$ cat src/rtl/sockit_spi_ser.sv
// sockit_spi_ser: single-bit SPI master that runs one 1..32 bit transfer per command.
// Optional macro SOCKIT_SPI_LOOPBACK_EN: spi_cfg[23]=1 feeds MOSI back into the sample path.
module sockit_spi_ser #(
    parameter int CCO = 12,
    parameter int CCI = 4,
    parameter int CDW = 32,
    parameter int SSN = 8,
    parameter int DIV = 2
) (
    input  logic           clk,
    input  logic           rst_n,
    input  logic [31:0]    spi_cfg,
    input  logic           cmo_vld,
    input  logic [CCO-1:0] cmo_ctl,
    input  logic [CDW-1:0] cmo_dat,
    output logic           cmo_rdy,
    output logic           cmi_vld,
    output logic [CCI-1:0] cmi_ctl,
    output logic [CDW-1:0] cmi_dat,
    input  logic           cmi_rdy,
    output logic           spi_sclk,
    output logic [SSN-1:0] spi_ss_n,
    output logic           spi_mosi,
    input  logic           spi_miso
);
    typedef enum logic [2:0] {IDLE, SETUP, SHIFT, DONE, RESP} state_t;

    localparam int DCW = $clog2(DIV + 1);
    localparam logic [DCW-1:0] DIV_RELOAD = DCW'(DIV - 1);
    // One extra cycle on accept gives SS a cycle of setup before the first SETUP tick.
    localparam logic [DCW-1:0] DIV_FIRST = DCW'(DIV);

    state_t         state_q;
    logic [DCW-1:0] div_q;
    logic [5:0]     bit_q;
    logic [4:0]     len_q;
    logic           die_q, doe_q, hld_q, dir_q, pol_q, pha_q;
    logic [CDW-1:0] tx_q, rx_q;
    logic           sclk_q, mosi_q;
    logic [SSN-1:0] ss_n_q;
    logic           cmo_rdy_q, cmi_vld_q;
    logic [CCI-1:0] cmi_ctl_q;
    logic [CDW-1:0] cmi_dat_q;

    logic tick, lead, last_smp, smp_bit;

    function automatic logic head_bit(input logic [CDW-1:0] d, input logic [4:0] l, input logic dir);
        return dir ? d[l] : d[0];
    endfunction

    function automatic logic [CDW-1:0] shift_tx(input logic [CDW-1:0] d, input logic dir);
        return dir ? (d << 1) : (d >> 1);
    endfunction

    assign tick     = (div_q == '0);
    assign lead     = (sclk_q == pol_q);
    // Trailing edge that completes sample number len+1 ends the shift phase.
    assign last_smp = ((bit_q + {5'd0, pha_q}) == ({1'b0, len_q} + 6'd1));

`ifdef SOCKIT_SPI_LOOPBACK_EN
    logic lb_q;
    logic unused_cfg;
    assign smp_bit    = lb_q ? mosi_q : spi_miso;
    assign unused_cfg = ^{spi_cfg[22:7], spi_cfg[5:2], cmo_ctl[3:0]};
`else
    logic unused_cfg;
    assign smp_bit    = spi_miso;
    assign unused_cfg = ^{spi_cfg[23:7], spi_cfg[5:2], cmo_ctl[3:0]};
`endif

    always_ff @(posedge clk or negedge rst_n) begin
        if (!rst_n) begin
            state_q   <= IDLE;
            div_q     <= '0;
            bit_q     <= '0;
            len_q     <= '0;
            die_q     <= 1'b0;
            doe_q     <= 1'b0;
            hld_q     <= 1'b0;
            dir_q     <= 1'b0;
            pol_q     <= 1'b0;
            pha_q     <= 1'b0;
            tx_q      <= '0;
            rx_q      <= '0;
            sclk_q    <= 1'b0;
            mosi_q    <= 1'b1;
            ss_n_q    <= '1;
            cmo_rdy_q <= 1'b1;
            cmi_vld_q <= 1'b0;
            cmi_ctl_q <= '0;
            cmi_dat_q <= '0;
`ifdef SOCKIT_SPI_LOOPBACK_EN
            lb_q      <= 1'b0;
`endif
        end else begin
            case (state_q)
                IDLE: begin
                    sclk_q <= spi_cfg[1];
                    mosi_q <= 1'b1;
                    if (cmo_vld) begin
                        state_q   <= SETUP;
                        cmo_rdy_q <= 1'b0;
                        div_q     <= DIV_FIRST;
                        bit_q     <= '0;
                        rx_q      <= '0;
                        len_q     <= cmo_ctl[11:7];
                        die_q     <= cmo_ctl[6];
                        doe_q     <= cmo_ctl[5];
                        hld_q     <= cmo_ctl[4];
                        dir_q     <= spi_cfg[6];
                        pol_q     <= spi_cfg[1];
                        pha_q     <= spi_cfg[0];
                        ss_n_q    <= ~spi_cfg[24 +: SSN];
`ifdef SOCKIT_SPI_LOOPBACK_EN
                        lb_q      <= spi_cfg[23];
`endif
                        if (spi_cfg[0]) begin
                            tx_q <= cmo_dat;
                        end else begin
                            tx_q   <= shift_tx(cmo_dat, spi_cfg[6]);
                            mosi_q <= cmo_ctl[5] ? head_bit(cmo_dat, cmo_ctl[11:7], spi_cfg[6]) : 1'b1;
                        end
                    end
                end
                SETUP: begin
                    if (tick) begin
                        state_q <= SHIFT;
                        div_q   <= DIV_RELOAD;
                    end else begin
                        div_q <= div_q - 1'b1;
                    end
                end
                SHIFT: begin
                    if (tick) begin
                        div_q  <= DIV_RELOAD;
                        sclk_q <= ~sclk_q;
                        if (lead == pha_q) begin
                            // Drive edge: leading for pha=1, trailing for pha=0.
                            if (!lead && last_smp) begin
                                state_q <= DONE;
                                mosi_q  <= 1'b1;
                            end else begin
                                mosi_q <= doe_q ? head_bit(tx_q, len_q, dir_q) : 1'b1;
                                tx_q   <= shift_tx(tx_q, dir_q);
                            end
                        end else begin
                            if (dir_q) rx_q <= {rx_q[CDW-2:0], smp_bit};
                            else       rx_q[bit_q[4:0]] <= smp_bit;
                            bit_q <= bit_q + 6'd1;
                            if (!lead && last_smp) begin
                                state_q <= DONE;
                                mosi_q  <= 1'b1;
                            end
                        end
                    end else begin
                        div_q <= div_q - 1'b1;
                    end
                end
                DONE: begin
                    if (tick) begin
                        div_q <= '0;
                        if (!hld_q) ss_n_q <= '1;
                        if (die_q) begin
                            state_q   <= RESP;
                            cmi_vld_q <= 1'b1;
                            cmi_dat_q <= rx_q;
                            cmi_ctl_q <= {hld_q & ~(&ss_n_q), {(CCI-1){1'b0}}};
                        end else begin
                            state_q   <= IDLE;
                            cmo_rdy_q <= 1'b1;
                        end
                    end else begin
                        div_q <= div_q - 1'b1;
                    end
                end
                RESP: begin
                    if (cmi_rdy) begin
                        state_q   <= IDLE;
                        cmi_vld_q <= 1'b0;
                        cmo_rdy_q <= 1'b1;
                    end
                end
                default: state_q <= IDLE;
            endcase
        end
    end

    assign cmo_rdy  = cmo_rdy_q;
    assign cmi_vld  = cmi_vld_q;
    assign cmi_ctl  = cmi_ctl_q;
    assign cmi_dat  = cmi_dat_q;
    assign spi_sclk = sclk_q;
    assign spi_ss_n = ss_n_q;
    assign spi_mosi = mosi_q;
endmodule
$ cat config.mk
export PLATFORM = sky130hd
export DESIGN_NAME = sockit_spi_ser
export DESIGN_NICKNAME = d
export VERILOG_FILES = /design/src/rtl/sockit_spi_ser.sv
export SDC_FILE = /design/constraint.sdc
export NUM_CORES = 1
export LEC_CHECK = 0
export CAP_MARGIN = 20
export CELL_PAD_IN_SITES_DETAIL_PLACEMENT = 0
export CELL_PAD_IN_SITES_GLOBAL_PLACEMENT = 1
export CORE_ASPECT_RATIO = 0.6
export CORE_UTILIZATION = 46
export DETAILED_ROUTE_END_ITERATION = 6
export PLACE_DENSITY = 0.95
export SLEW_MARGIN = 20
export SYNTH_ARGS = -nofsm -noshare
export SYNTH_HDL_FRONTEND = slang
export SYNTH_SLANG_ARGS = --single-unit
export TNS_END_PERCENT = 50
$ cat constraint.sdc
create_clock -name clk -period 5.68 [get_ports clk]
set_input_delay 1.136 -clock clk [delete_from_list [all_inputs] [get_ports clk]]
set_output_delay 1.136 -clock clk [all_outputs]
set_load 0.02 [all_outputs]
==> summary.txt <==
Outcome
  – Status: completed

STA
  – Final Hold Viols: 0
  – Crit share post-route: 57.7%
  – Clk_skew: 0.0125 ns
  – RSZ-0062 raised after global routing: no
  – Total negative slack for setup checks: 0 ns
  – Normalized max-slew margin: between 30% and 40%
  – Minimum clock period: 3.28 ns
  – Least-Margin Pin Slew: around 1.0 ns
  – Max Slew Vio Count: 0
  – Setup WS post-layout: 2.40 ns
  – Endpoints failing setup: 0
  – F_max: slightly above 300 MHz

Clocking
  – Worst-Skew Late Latency: ~0.41 ns
  – Post-CTS resize count: 0
  – # hold bufs at CTS: 0
  – Number of H-tree levels: 4
  – Setup Buffers After CTS: 0
  – Root buffer cell: clkbuf_16
  – CTS tree: done
  – TritonCTS Buffers: 17
  – CTS clock-pin slew for the worst setup and hold paths: ~0.060 ns
  – Clk sinks: 131
  – CTS Buffer Depth: 2

Die
  – Total Die Area: approximately 18000 sq um
  – Core area: between 15000 and 20000 sq um
  – Initial Util: approximately 48%
  – # rows: 36
  – Die width: between 150 and 200 microns
  – Top Ports: around 130
  – Die Span Y: slightly above 100 microns

Synthesis
  – Yosys warns: 0
  – Avg Inst Size Synth: 10.3 sq um
  – Async SR Flop Fraction: 100%
  – Post-Synthesis Cells: between 700 and 800
  – Yosys top cell by area: dfrtp_1
  – Most frequent cell after synthesis: dfrtp_1
  – Mapped Area: 7870 sq um
  – Seq cells post-synth: about 130
  – Distinct cells, synth: 50
  – Most frequent cells after synthesis: dfrtp_1, o21ai_0, mux2_2
  – Post-synth top area share: 38.5%
  – EDFF count, synth: 0
  – Sequential element share of the synthesized area: about two fifths
  – Synth area leaders: dfrtp_1, mux2_2, mux2i_1
  – Synth Flop Type: dfrtp_1

Critical path
  – Reg2reg setup slack: 2.67 ns
  – Critical path required time: around 6 ns
  – CP Capture Type: register
  – CP startpoint kind: input port
  – Worst setup path class: input port to register
  – Max FO, Critical Path: 10
  – Worst Path Arrival: 3.61 ns

GRT
  – Initial antenna violation count: 0
  – Largest net degree at the start of global routing: 80
  – Gr ovfl total: 0
  – Global Route Usage Sum: between 20% and 30%
  – First-pass GRT wire length: around 33 mm
  – Vias in the first global route: just under 6000

Route
  – Mean number of vias per cell: between 5 and 6
  – Residual DRC: 0
  – DRT antenna net count: 0
  – Wirelength, routed: between 15 and 20 mm
  – Initial DRC count: between 600 and 700
  – DRT Pass-1 Iters: 5
  – Vias: roughly 6300
  – Routed WL per cell: about 19 microns

Layout
  – Nets: about 900
  – Area growth syn-to-layout: 20.3%
  – Finished Cell Area: roughly 9500 sq um
  – Layout cells sized above 1: between 15 and 20%
  – ANT cells: 0
  – Layout fillers: ~1500
  – Finished Core Util: between 50% and 60%
  – Final non-filler cell total: approximately 1100

Placed design
  – Detailed Place HPWL: roughly 13 mm
  – Placed Instances: just over 1000
  – Dpl ws: about 2.0 ns
  – Placer congestion estimate: between 0.7 and 0.8
  – Area after DPL: just under 9000 sq um
  – Number of buffers added on ports: 100

Power
  – Max VDD drop: ~0.24 mV
  – Power density over cell area: around 500 nW/um^2
  – LEAKAGE: approximately 4 nW

Hold path
  – Hold Crit Class: register to register

Job
  – Max cap viols: 0
-- power by group --
| part | switching (mW) | internal (mW) |
|---|---|---|
| Clock | 0.426 | 0.625 |
| Combinational | 1.05 | 0.945 |
| Sequential | 0.352 | 1.21 |
-- logic make-up (layout without fill, tap and decap cells) --
group / count (synthesis) / count (layout) / share of synthesized area, %
other: 1 / 3 / 0.0476
buffers and inverters: 80 / 146 / 4.64
AO/OA/AOI/OAI: 242 / 242 / 18.6
multiplexers: 161 / 161 / 24.5
adder cells (fa/ha/maj): 7 / 7 / 1.11
AND/OR/NAND/NOR: 125 / 125 / 7.45
flip-flops: 131 / 131 / 41.8
XOR/XNOR: 15 / 15 / 1.84
-- metal layers --
layer / global-route usage (%) / wire (microns)
met4: 4.60 / 68
met3: 3.73 / 1370
met5: 0 / 0
met2: 31.7 / 7950
met1: 39.0 / 10400
-- path summary, 6_finish.rpt --
check                      cells past startpoint                      to                    from
max                                            6    spi_mosi$_DFFE_PN1P_              cmo_ctl[8]
max in group asynchronous                      3    bit_q[2]$_DFFE_PN0P_                   rst_n
min reg2reg                                    1  cmi_dat[7]$_DFFE_PN0P_  cmi_dat[7]$_DFFE_PN0P_
max reg2reg                                    7     tx_q[6]$_DFFE_PN0P_    bit_q[2]$_DFFE_PN0P_
min in group asynchronous                      1     cmi_vld$_DFFE_PN0P_                   rst_n
min                                            1  cmi_dat[7]$_DFFE_PN0P_  cmi_dat[7]$_DFFE_PN0P_
-- placed cells by master (no fill, tap or decap), types with 2 or more instances in the layout --
| master | Yosys | final |
|---|---|---|
| a211oi_1 | 31 | 31 |
| a21oi_1 | 65 | 65 |
| a22oi_1 | 32 | 32 |
| a31oi_1 | 12 | 12 |
| and2_1 | 6 | 6 |
| buf_4 | 3 | 10 |
| clkbuf_16 | 0 | 17 |
| clkbuf_8 | 0 | 2 |
| clkdlybuf4s50_1 | 0 | 97 |
| clkinv_2 | 0 | 4 |
| clkinv_4 | 0 | 2 |
| clkinvlp_4 | 0 | 4 |
| conb_1 | 1 | 3 |
| dfrtp_1 | 121 | 120 |
| dfstp_2 | 10 | 10 |
| ha_1 | 7 | 7 |
| inv_1 | 5 | 5 |
| mux2_2 | 80 | 80 |
| mux2i_1 | 66 | 66 |
| mux4_1 | 8 | 8 |
| mux4_2 | 7 | 7 |
| nand2_1 | 17 | 17 |
| nand2b_1 | 3 | 2 |
| nand3_1 | 13 | 13 |
| nand3b_1 | 5 | 5 |
| nand4_1 | 2 | 2 |
| nor2_1 | 61 | 61 |
| nor2b_1 | 5 | 5 |
| nor3_1 | 5 | 5 |
| nor3b_1 | 2 | 2 |
| o21ai_0 | 81 | 81 |
| o31ai_1 | 3 | 3 |
| o41ai_1 | 8 | 8 |
| xnor2_1 | 7 | 7 |
| xor2_1 | 7 | 7 |
-- area by class of cell --
type / instances / area [sq um] / area share (%)
Multi-Input combinational cell: 553 / 4230 / 44.7
Sequential cell: 131 / 3290 / 34.8
Timing Repair Buffer: 109 / 1080 / 11.4
Clock buffer: 20 / 457 / 4.82
Tap cell: 228 / 285 / 3.01
Clock inverter: 12 / 106 / 1.12
Inverter: 5 / 18.8 / 0.198
-- through the flow --
stage | hold WS [ns] | total power, mW
detailed placement | 0.493 | 3.53
global placement | 0.472 | 3.49
CTS | 0.506 | 4.60
floorplan | 0.447 | 3.02
finish | 0.500 | 4.60
global route | 0.519 | 4.89
-- registers in the layout, summed over array words and instances, names as in the netlist, 2 cells and up --
signal,cells
len_q,5
cmi_dat,32
div_q,2
tx_q,32
rx_q,32
state_q,3
spi_ss_n,8
bit_q,6
-- worst max-delay path, cell delays in order --
cell	delay, ns
clkdlybuf4s50_1	0.88
mux4_2	0.59
mux2_2	0.30
o311ai_0	0.26
o21ai_0	0.17
a32o_1	0.27
Note: power is estimated with default switching activity, not from simulation.
